`src/rtl/seq_stage_ctrl_if.sv`:
```
// +----------------------------------------------------------------------------+
// | seq_stage_ctrl_if                                                          |
// | Datapath <-> sequencer bundle: decode fields, ALU flags, memory handshake. |
// | Rev 1.0                                                                    |
// +----------------------------------------------------------------------------+
`default_nettype none

interface seq_stage_ctrl_if;
  logic [3:0] icode;
  logic [3:0] ifun;
  logic       imem_error;
  logic       dmem_error;
  logic       mem_ack;
  logic       alu_zf;
  logic       alu_sf;
  logic       alu_of;
  logic       en_f;
  logic       en_d;
  logic       en_e;
  logic       en_m;
  logic       en_w;
  logic       en_pc;
  logic       mem_req;
  logic [2:0] cc;
  logic       cnd;
  logic [2:0] stat;

  modport master (
    input  icode, ifun, imem_error, dmem_error, mem_ack, alu_zf, alu_sf, alu_of,
    output en_f, en_d, en_e, en_m, en_w, en_pc, mem_req, cc, cnd, stat
  );

  modport slave (
    output icode, ifun, imem_error, dmem_error, mem_ack, alu_zf, alu_sf, alu_of,
    input  en_f, en_d, en_e, en_m, en_w, en_pc, mem_req, cc, cnd, stat
  );
endinterface

`default_nettype wire

```
`src/rtl/seq_stage_ctrl.sv`:
```
// +----------------------------------------------------------------------------+
// | seq_stage_ctrl                                                             |
// | Y86-64 SEQ multi-cycle sequencer: stage enables, CC register, cnd, stat.   |
// | Rev 1.0                                                                    |
// +----------------------------------------------------------------------------+
`default_nettype none

module seq_stage_ctrl #(
  parameter int CNT_W       = 32,
  parameter int MEM_TIMEOUT = 16
) (
  input  wire logic             clk,
  input  wire logic             reset,
  input  wire logic             start,
  seq_stage_ctrl_if.master      dp,
  output logic [CNT_W-1:0]      cycle_cnt,
  output logic [CNT_W-1:0]      retired_cnt
);

  localparam logic [2:0] C_STAT_AOK = 3'd1;
  localparam logic [2:0] C_STAT_HLT = 3'd2;
  localparam logic [2:0] C_STAT_ADR = 3'd3;
  localparam logic [2:0] C_STAT_INS = 3'd4;
  localparam int         WAIT_W     = $clog2(MEM_TIMEOUT + 1);

  typedef enum logic [3:0] {
    S_IDLE      = 4'd0,
    S_FETCH     = 4'd1,
    S_DECODE    = 4'd2,
    S_EXECUTE   = 4'd3,
    S_MEMORY    = 4'd4,
    S_WRITEBACK = 4'd5,
    S_PCUPD     = 4'd6,
    S_HALT      = 4'd7,
    S_ERROR     = 4'd8
  } state_t;

  state_t            state_q, state_d;
  logic [5:0]        en_q, en_d;
  logic              mem_req_q, mem_req_d;
  logic [2:0]        cc_q, cc_d;
  logic              cnd_q, cnd_d;
  logic [2:0]        stat_q, stat_d;
  logic [WAIT_W-1:0] wait_q, wait_d;
  logic [CNT_W-1:0]  cycle_q, cycle_d;
  logic [CNT_W-1:0]  retired_q, retired_d;

  logic w_zf, w_sf, w_of, w_lt, w_cond, w_bad_instr, w_mem_instr, w_active;

  assign w_zf = cc_q[2];
  assign w_sf = cc_q[1];
  assign w_of = cc_q[0];
  assign w_lt = w_sf ^ w_of;

  assign w_bad_instr = (dp.icode > 4'hB) ||
                       ((dp.icode == 4'h6) && (dp.ifun > 4'd3)) ||
                       (((dp.icode == 4'h2) || (dp.icode == 4'h7)) && (dp.ifun > 4'd6));

  assign w_mem_instr = (dp.icode == 4'h4) || (dp.icode == 4'h5) || (dp.icode == 4'h8) ||
                       (dp.icode == 4'h9) || (dp.icode == 4'hA) || (dp.icode == 4'hB);

  assign w_active = (state_q != S_IDLE) && (state_q != S_HALT) && (state_q != S_ERROR);

  always_comb begin
    w_cond = 1'b0;
    case (dp.ifun)
      4'd0:    w_cond = 1'b1;
      4'd1:    w_cond = w_lt | w_zf;
      4'd2:    w_cond = w_lt;
      4'd3:    w_cond = w_zf;
      4'd4:    w_cond = ~w_zf;
      4'd5:    w_cond = ~w_lt;
      4'd6:    w_cond = ~w_lt & ~w_zf;
      default: w_cond = 1'b0;
    endcase
  end

  always_comb begin
    state_d   = state_q;
    cc_d      = cc_q;
    cnd_d     = cnd_q;
    stat_d    = stat_q;
    wait_d    = wait_q;
    cycle_d   = cycle_q;
    retired_d = retired_q;

    case (state_q)
      S_IDLE: if (start) state_d = S_FETCH;
      S_FETCH: begin
        if (dp.imem_error) begin
          state_d = S_ERROR;
          stat_d  = C_STAT_ADR;
        end else begin
          state_d = S_DECODE;
        end
      end
      S_DECODE: begin
        if (w_bad_instr) begin
          state_d = S_ERROR;
          stat_d  = C_STAT_INS;
        end else if (dp.icode == 4'h0) begin
          state_d = S_HALT;
          stat_d  = C_STAT_HLT;
        end else begin
          state_d = S_EXECUTE;
        end
      end
      S_EXECUTE: begin
        // cnd sees the CCs from before this instruction's own update
        if (dp.icode == 4'h6) cc_d = {dp.alu_zf, dp.alu_sf, dp.alu_of};
        cnd_d   = ((dp.icode == 4'h2) || (dp.icode == 4'h7)) ? w_cond : 1'b0;
        wait_d  = '0;
        state_d = w_mem_instr ? S_MEMORY : S_WRITEBACK;
      end
      S_MEMORY: begin
        if (dp.mem_ack) begin
          state_d = dp.dmem_error ? S_ERROR : S_WRITEBACK;
          if (dp.dmem_error) stat_d = C_STAT_ADR;
        end else if (wait_q == WAIT_W'(MEM_TIMEOUT - 1)) begin
          state_d = S_ERROR;
          stat_d  = C_STAT_ADR;
        end else begin
          wait_d = wait_q + 1'b1;
        end
      end
      S_WRITEBACK: state_d = S_PCUPD;
      S_PCUPD: begin
        if (retired_q != '1) retired_d = retired_q + 1'b1;
        state_d = S_FETCH;
      end
      S_HALT:  state_d = S_HALT;
      S_ERROR: state_d = S_ERROR;
      default: state_d = S_ERROR;
    endcase

    if (w_active && (cycle_q != '1)) cycle_d = cycle_q + 1'b1;

    // Outputs are registered from the next state so they line up with state_q
    en_d = {state_d == S_FETCH, state_d == S_DECODE, state_d == S_EXECUTE,
            state_d == S_MEMORY, state_d == S_WRITEBACK, state_d == S_PCUPD};
    mem_req_d = (state_d == S_MEMORY);
  end

  always_ff @(posedge clk) begin
    if (reset) begin
      state_q   <= S_IDLE;
      en_q      <= '0;
      mem_req_q <= 1'b0;
      cc_q      <= 3'b100;
      cnd_q     <= 1'b0;
      stat_q    <= C_STAT_AOK;
      wait_q    <= '0;
      cycle_q   <= '0;
      retired_q <= '0;
    end else begin
      state_q   <= state_d;
      en_q      <= en_d;
      mem_req_q <= mem_req_d;
      cc_q      <= cc_d;
      cnd_q     <= cnd_d;
      stat_q    <= stat_d;
      wait_q    <= wait_d;
      cycle_q   <= cycle_d;
      retired_q <= retired_d;
    end
  end

  assign dp.en_f      = en_q[5];
  assign dp.en_d      = en_q[4];
  assign dp.en_e      = en_q[3];
  assign dp.en_m      = en_q[2];
  assign dp.en_w      = en_q[1];
  assign dp.en_pc     = en_q[0];
  assign dp.mem_req   = mem_req_q;
  assign dp.cc        = cc_q;
  assign dp.cnd       = cnd_q;
  assign dp.stat      = stat_q;
  assign cycle_cnt    = cycle_q;
  assign retired_cnt  = retired_q;

endmodule

`default_nettype wire
```
`src/flat_wrapper.sv`:
```
// flat-port wrapper written by rule: the top's interface ports become plain ports
module seq_stage_ctrl_flat 
#(
  parameter int CNT_W       = 32,
  parameter int MEM_TIMEOUT = 16
)
  (clk, reset, start, cycle_cnt, retired_cnt, dp_icode, dp_ifun, dp_imem_error, dp_dmem_error, dp_mem_ack, dp_alu_zf, dp_alu_sf, dp_alu_of, dp_en_f, dp_en_d, dp_en_e, dp_en_m, dp_en_w, dp_en_pc, dp_mem_req, dp_cc, dp_cnd, dp_stat);
  seq_stage_ctrl_if dp_i ();
  input  wire logic clk;
  input  wire logic reset;
  input  wire logic start;
  output logic [CNT_W-1:0] cycle_cnt;
  output logic [CNT_W-1:0] retired_cnt;
  input wire logic [$bits(dp_i.icode)-1:0] dp_icode;
  input wire logic [$bits(dp_i.ifun)-1:0] dp_ifun;
  input wire logic [$bits(dp_i.imem_error)-1:0] dp_imem_error;
  input wire logic [$bits(dp_i.dmem_error)-1:0] dp_dmem_error;
  input wire logic [$bits(dp_i.mem_ack)-1:0] dp_mem_ack;
  input wire logic [$bits(dp_i.alu_zf)-1:0] dp_alu_zf;
  input wire logic [$bits(dp_i.alu_sf)-1:0] dp_alu_sf;
  input wire logic [$bits(dp_i.alu_of)-1:0] dp_alu_of;
  output wire logic [$bits(dp_i.en_f)-1:0] dp_en_f;
  output wire logic [$bits(dp_i.en_d)-1:0] dp_en_d;
  output wire logic [$bits(dp_i.en_e)-1:0] dp_en_e;
  output wire logic [$bits(dp_i.en_m)-1:0] dp_en_m;
  output wire logic [$bits(dp_i.en_w)-1:0] dp_en_w;
  output wire logic [$bits(dp_i.en_pc)-1:0] dp_en_pc;
  output wire logic [$bits(dp_i.mem_req)-1:0] dp_mem_req;
  output wire logic [$bits(dp_i.cc)-1:0] dp_cc;
  output wire logic [$bits(dp_i.cnd)-1:0] dp_cnd;
  output wire logic [$bits(dp_i.stat)-1:0] dp_stat;
  assign dp_i.icode = dp_icode;
  assign dp_i.ifun = dp_ifun;
  assign dp_i.imem_error = dp_imem_error;
  assign dp_i.dmem_error = dp_dmem_error;
  assign dp_i.mem_ack = dp_mem_ack;
  assign dp_i.alu_zf = dp_alu_zf;
  assign dp_i.alu_sf = dp_alu_sf;
  assign dp_i.alu_of = dp_alu_of;
  assign dp_en_f = dp_i.en_f;
  assign dp_en_d = dp_i.en_d;
  assign dp_en_e = dp_i.en_e;
  assign dp_en_m = dp_i.en_m;
  assign dp_en_w = dp_i.en_w;
  assign dp_en_pc = dp_i.en_pc;
  assign dp_mem_req = dp_i.mem_req;
  assign dp_cc = dp_i.cc;
  assign dp_cnd = dp_i.cnd;
  assign dp_stat = dp_i.stat;
  seq_stage_ctrl #(.CNT_W(CNT_W), .MEM_TIMEOUT(MEM_TIMEOUT)) u_core (.clk(clk), .reset(reset), .start(start), .dp(dp_i), .cycle_cnt(cycle_cnt), .retired_cnt(retired_cnt));
endmodule
```
`config.mk`:
```
export PLATFORM = sky130hd
export DESIGN_NAME = seq_stage_ctrl_flat
export DESIGN_NICKNAME = d
export VERILOG_FILES = /design/src/rtl/seq_stage_ctrl_if.sv /design/src/rtl/seq_stage_ctrl.sv /design/src/flat_wrapper.sv
export SDC_FILE = /design/constraint.sdc
export NUM_CORES = 1
export LEC_CHECK = 0
export ABC_AREA = 1
export CAP_MARGIN = 20
export CORE_MARGIN = 8
export CORE_UTILIZATION = 54
export CTS_BUF_LIST = sky130_fd_sc_hd__clkbuf_16
export DETAILED_ROUTE_END_ITERATION = 12
export PLACE_DENSITY = 0.92
export RECOVER_POWER = 100
export REMOVE_ABC_BUFFERS = 1
export SLEW_MARGIN = 10
export SYNTH_ARGS = -nofsm -noshare
export SYNTH_HDL_FRONTEND = slang
export SYNTH_SLANG_ARGS = --single-unit
export TNS_END_PERCENT = 5
```
`constraint.sdc`:
```
create_clock -name clk -period 2.1 [get_ports clk]
set_input_delay 0.21 -clock clk [delete_from_list [all_inputs] [get_ports clk]]
set_output_delay 0.21 -clock clk [all_outputs]
set_load 0.02 [all_outputs]
```
* Word-level counts from Yosys, hierarchy flattened *
Index checks and enable logic that the tools add are counted.

storage, ports and cells
  input bits = 17
  logic and storage cells = 103
  bits in registers = 87
  output and inout port bits = 78

cells by class
  reduce and logical (&&, ||, !) cells = 23
  $add $sub $neg = 3
  equality and inequality tests = 39
  mux-type cells = 21
  magnitude comparators = 3
  bitwise gates (word level) = 5

operators by type and width
  operator                                                              count
  32-bit by 1-bit adder with 32-bit output, second input constant       2
  32-bit != test, second input constant                                 2
  4-bit by 3-bit == test with 1-bit output, second input constant       14
  4-bit case mux with 8 select lines                                    1
  4-bit by 2-bit == test with 1-bit output, second input constant       7
  4-bit 2-to-1 mux                                                      6
  3-bit 2-to-1 mux                                                      7
  4-bit == test, second input constant                                  4
  4-bit by 1-bit == test with 1-bit output, second input constant       3
  4-bit logical NOT                                                     3
  5-bit 2-to-1 mux                                                      2
  5-bit case mux with 2 select lines                                    1
  3-bit case mux with 3 select lines                                    1
  1-bit logical OR                                                      8
  1-bit case mux with 7 select lines                                    1
  2-bit != test, second input constant                                  3
  5-bit by 1-bit adder with 5-bit output, second input constant         1
  5-bit by 4-bit == test with 1-bit output, second input constant       1
  1-bit logical AND                                                     5
  5-bit AND reduction                                                   1
  4-bit by 2-bit > comparator with 1-bit output, second input constant  1
  4-bit by 3-bit > comparator with 1-bit output, second input constant  1
  4-bit > comparator, second input constant                             1
  4-bit by 3-bit != test with 1-bit output, second input constant       1
  other kinds (14)                                                      17

* Depth between registers and ports, before layout *
  word-level depth = 9
  depth in mapped cells = 11
  mapped depth without buffers = 11

* Worst setup path before layout *
Ideal clock, no wire load.

  kind = flip-flop to flip-flop
  start = register u_core.cycle_q[0] (netlist: u_core.cycle_cnt[0])
  end = register u_core.cycle_q[15] (netlist: u_core.cycle_cnt[15])
  period minus slack after synthesis = 1.868 ns
  slack = 0.232 ns
  setup time = 0.132 ns
  required time = 1.968 ns
  arrival time = 1.736 ns
  buffers on the path = 1
  cell stages (with the launch flop) = 12
  cells stage by stage = dfxtp_1 > ha_1 > inv_1 > nor2_4 > nand2_2 > nor2_4 > nand2_4 > nand2_8 > inv_4 > buf_2 > nand2_1 > a21oi_1

on the way
  cells in the longest elaborated chain, start to end = 2
  elaborated cells between the ends (all ways) = 3
  those cells by class = add/sub (1); eq/ne (1); reduce/logical (1)

RTL lines
  element                                                                                           RTL line               source
  start, declared                                                                                   seq_stage_ctrl.sv:45   logic [CNT_W-1:0] cycle_q, cycle_d;
  start signal, assigned                                                                            seq_stage_ctrl.sv:163  cycle_q <= cycle_d;
  parallel branches: the longest is 2 deep, another holds 32-bit by 1-bit adder with 32-bit output  -

Parallel ways; which one is timed is not known.
A chain may end at the register's enable or synchronous reset.

* Worst setup path after layout *
  start = register u_core.cycle_q[1] (netlist: u_core.cycle_cnt[1])
  end = register u_core.cycle_q[30] (netlist: u_core.cycle_cnt[30])

The elaborated chain is that of the path after synthesis.

==> reports/qor.txt <==
Crit Path Class: flip-flop to flip-flop
HP Start: reset
Post-CTS sizing: 0
Clock skew: 6.22 ps
H-tree levels: 3
HPWL Detailed: 10.5 mm
Ant diodes: 0
Drt initial violations: 389
Status: completed
Site Rows: 36
Vias in the first global route: 5417
Post-CTS setup buffer count: 0
Largest cells by area after synthesis: dfxtp_1, nand2_1, nor2_1
Worst R2R End: u_core.cycle_cnt[30]
Register bit total from synthesis: 86
Synth Instances: 898
Largest net degree at the start of global routing: 42
Final hold vios: 0
Max Cap Violations: 0
Grt ovf: 0
Clock tree sinks: 86
CP peak stage delay: 400 ps
Sw power: 0.890 mW
Total CTS buffers: 9
Power share of the clock group: 0.437
Crit end category: flip-flop
Synthesis-to-layout area growth: 24.5%
Die span in x: 116 um
Crit-path max FO: 24
Synth cell types: 31
GP Congestion: 0.910
Critical Path RT: 2300 ps
Final period demand of the worst path: 1950 ps
Yosys top cell area share: 0.320
# nets final: 1016
Area leader, netlist: dfxtp_1
Pwr dens: 531 nW/um2
DR vias: 5878
YS warnings: 0
Fmax achieved: 513 MHz
DR WL/cell: 12.7 um
Vias/cell: 5.19
Core area: 9730 um2
Final setup violating endpoints: 0
CP Cell Sequence: ha_1 > inv_1 > nor2_4 > nand2_2 > nor2_4 > nand2_4 > nand2_8 > inv_4 > nand2_1 > a21oi_1
Longest Clk Path Bufs: 2
Worst setup startpoint: u_core.cycle_cnt[1]
First-pass GRT wire length: 24.1 mm
Leak: 2.82 nW
Crit path launch type: flip-flop
Clk root buf: clkbuf_16
Full die area: 13400 um2
CTS tree: done
IO Pins: 95
Pin slew with the least headroom to its limit: 477 ps
Peak supply drop: 0.397 mV
Mapped Avg Cell Area: 6.00 um2
Port Buffers: 94
Starting Density: 0.553
Sequential power share: 0.471
Total power: 3.56 mW
Final period utilization: 0.928
Sw frac: 0.250
Post-route worst setup slack: 152 ps
DR pass1 iterations: 5
Placed Area: 6440 um2
Setup TNS: 0 ps
Setup crit end: u_core.cycle_cnt[30]
Total GRT Usage: 0.217
Hold Crit Class: primary input to flip-flop
Unrepaired setup endpoints after global routing: false
WP data arrival: 2140 ps
Comb pwr share: 0.092
Reg2Reg Launch Point: u_core.cycle_cnt[1]
Mapped Area: 5380 um2
Pre-CTS setup slack: 178 ps
Seq/Total Area, Yosys: 0.320
Initial antenna violation count: 0
R2r worst-path depth: 10
Internal power: 2.67 mW
R2r setup slk: 150 ps
Most used cell, CP: nor2_4
Reg clk slew, reported paths: 60 ps
Detail Route Antenna Nets: 0
Die height: 116 um
Share of layout cells above drive strength 1: 0.0520
Residual DRC count: 0
Slew headroom: 0.681
Routed Wire Length: 14.4 mm
Final Max Slew Viols: 0
Clock Latency Late Sink: 330 ps
Finished layout cell area: 6700 um2
CP max-delay cell: dfxtp_1
## metal layers
layer / share of wire / track usage / routed length (um) / up-vias
met5: 0 / 0 / 0 / -
met4: 0.026 / 0.0951 / 369 / 0
met3: 0.071 / 0.0375 / 1020 / 42
met2: 0.47 / 0.367 / 6750 / 229
met1: 0.43 / 0.263 / 6220 / 2633
li1: - / - / - / 2974
## layout make-up
| class | count | area (um2) |
|---|---|---|
| Multi-Input combinational cell | 695 | 3150 |
| Sequential cell | 86 | 1720 |
| Fill cell | 852 | 3030 |
| Timing Repair Buffer | 105 | 1010 |
| Clock buffer | 9 | 225 |
| Clock inverter | 7 | 57.6 |
| Tap cell | 133 | 166 |
| Inverter | 98 | 370 |
## cells by family (layout without fill, tap and decap cells)
logic type | after synthesis | after routing | share of synthesized area
and+or+nand+nor | 576 | 577 | 0.443
buffers and inverters | 118 | 219 | 0.0932
AOI/OAI and AO/OA | 86 | 86 | 0.0890
DFF | 86 | 86 | 0.320
xor gates and xnor gates | 28 | 28 | 0.0455
adders and majority gates | 4 | 4 | 0.00930
## how the worst min path moves through the flow
stage          slack, ps  cells past startpoint                endpoint
2_1_floorplan        270                      1  u_core.retired_cnt[10]
3_3_place_gp         440                      2       u_core.dp.stat[0]
3_5_place_dp         440                      2       u_core.dp.stat[1]
4_1_cts              300                      3  u_core.retired_cnt[14]
5_1_grt              330                      3  u_core.retired_cnt[14]
6_report             300                      3  u_core.retired_cnt[14]
## cell usage in the layout, fill, tap and decap left out, types with 15 or more instances in the layout
| cell type | instances |
|---|---|
| dlygate4sd3_1 | 78 |
| dfxtp_1 | 86 |
| a21oi_1 | 52 |
| nand3_1 | 51 |
| o21ai_0 | 24 |
| clkdlybuf4s50_1 | 15 |
| inv_1 | 99 |
| nor2_1 | 159 |
| xor2_1 | 16 |
| nand2_1 | 328 |
## synth_stat cells
library cell	n
a211oi_1	1
nor3_1	5
nand2_2	7
nand2_4	4
buf_1	1
o31ai_1	1
dfxtp_1	86
clkbuf_1	8
a21oi_2	10
o211ai_1	1
inv_4	1
buf_2	5
nor2_4	7
nor2_2	3
xnor2_1	12
inv_1	96
nand4_1	12
o2111ai_1	1
xor2_1	16
buf_6	2
buf_4	2
buf_12	1
o21ai_0	24
nor2_1	158
a21oi_1	48
inv_2	1
buf_8	1
ha_1	4
nand3_1	51
nand2_1	328
nand2_8	1
## power groups by stage
stage,Combinational (mW),Sequential (mW),Clock [mW]
global route,0.362,1.68,1.66
detailed placement,0.324,1.71,0
global placement,0.316,1.71,0
finish,0.328,1.68,1.55
CTS,0.327,1.68,1.57
floorplan,0.158,1.73,0
## state kept, by name, indices dropped and copies added, names as in the netlist
register,cells
u_core.dp.stat,3
u_core.state_q,4
u_core.dp.cnd,1
u_core.retired_cnt,32
u_core.cycle_cnt,32
u_core.wait_q,5
u_core.dp.cc,3
u_core.en_q,6
## stage by stage
stage / std cells / hold WS [ps] / utilization
after floorplan: 878 / 272 / -
after global placement: 1116 / 439 / 0.662
after detailed placement: 1116 / 442 / 0.662
after CTS: 1132 / 299 / 0.691
after global routing: 1133 / 328 / 0.689
final: 1133 / 298 / 0.689
## critical path: cells and delay by family, from the launching register on
family / cells / cell delay [ps]
AO/OA/AOI/OAI: 1 / 60
buffers and inverters: 2 / 220
adder cells (fa/ha/maj): 1 / 230
flip-flops: 1 / 400
AND/OR/NAND/NOR: 6 / 880
## what timing repair did
action / CTS / global route
endpoints found under the hold margin: 0 / 0
hold buffers: 0 / 0
setup endpoints to repair: 0 / 1
Note: power is estimated with default switching activity, not from simulation.
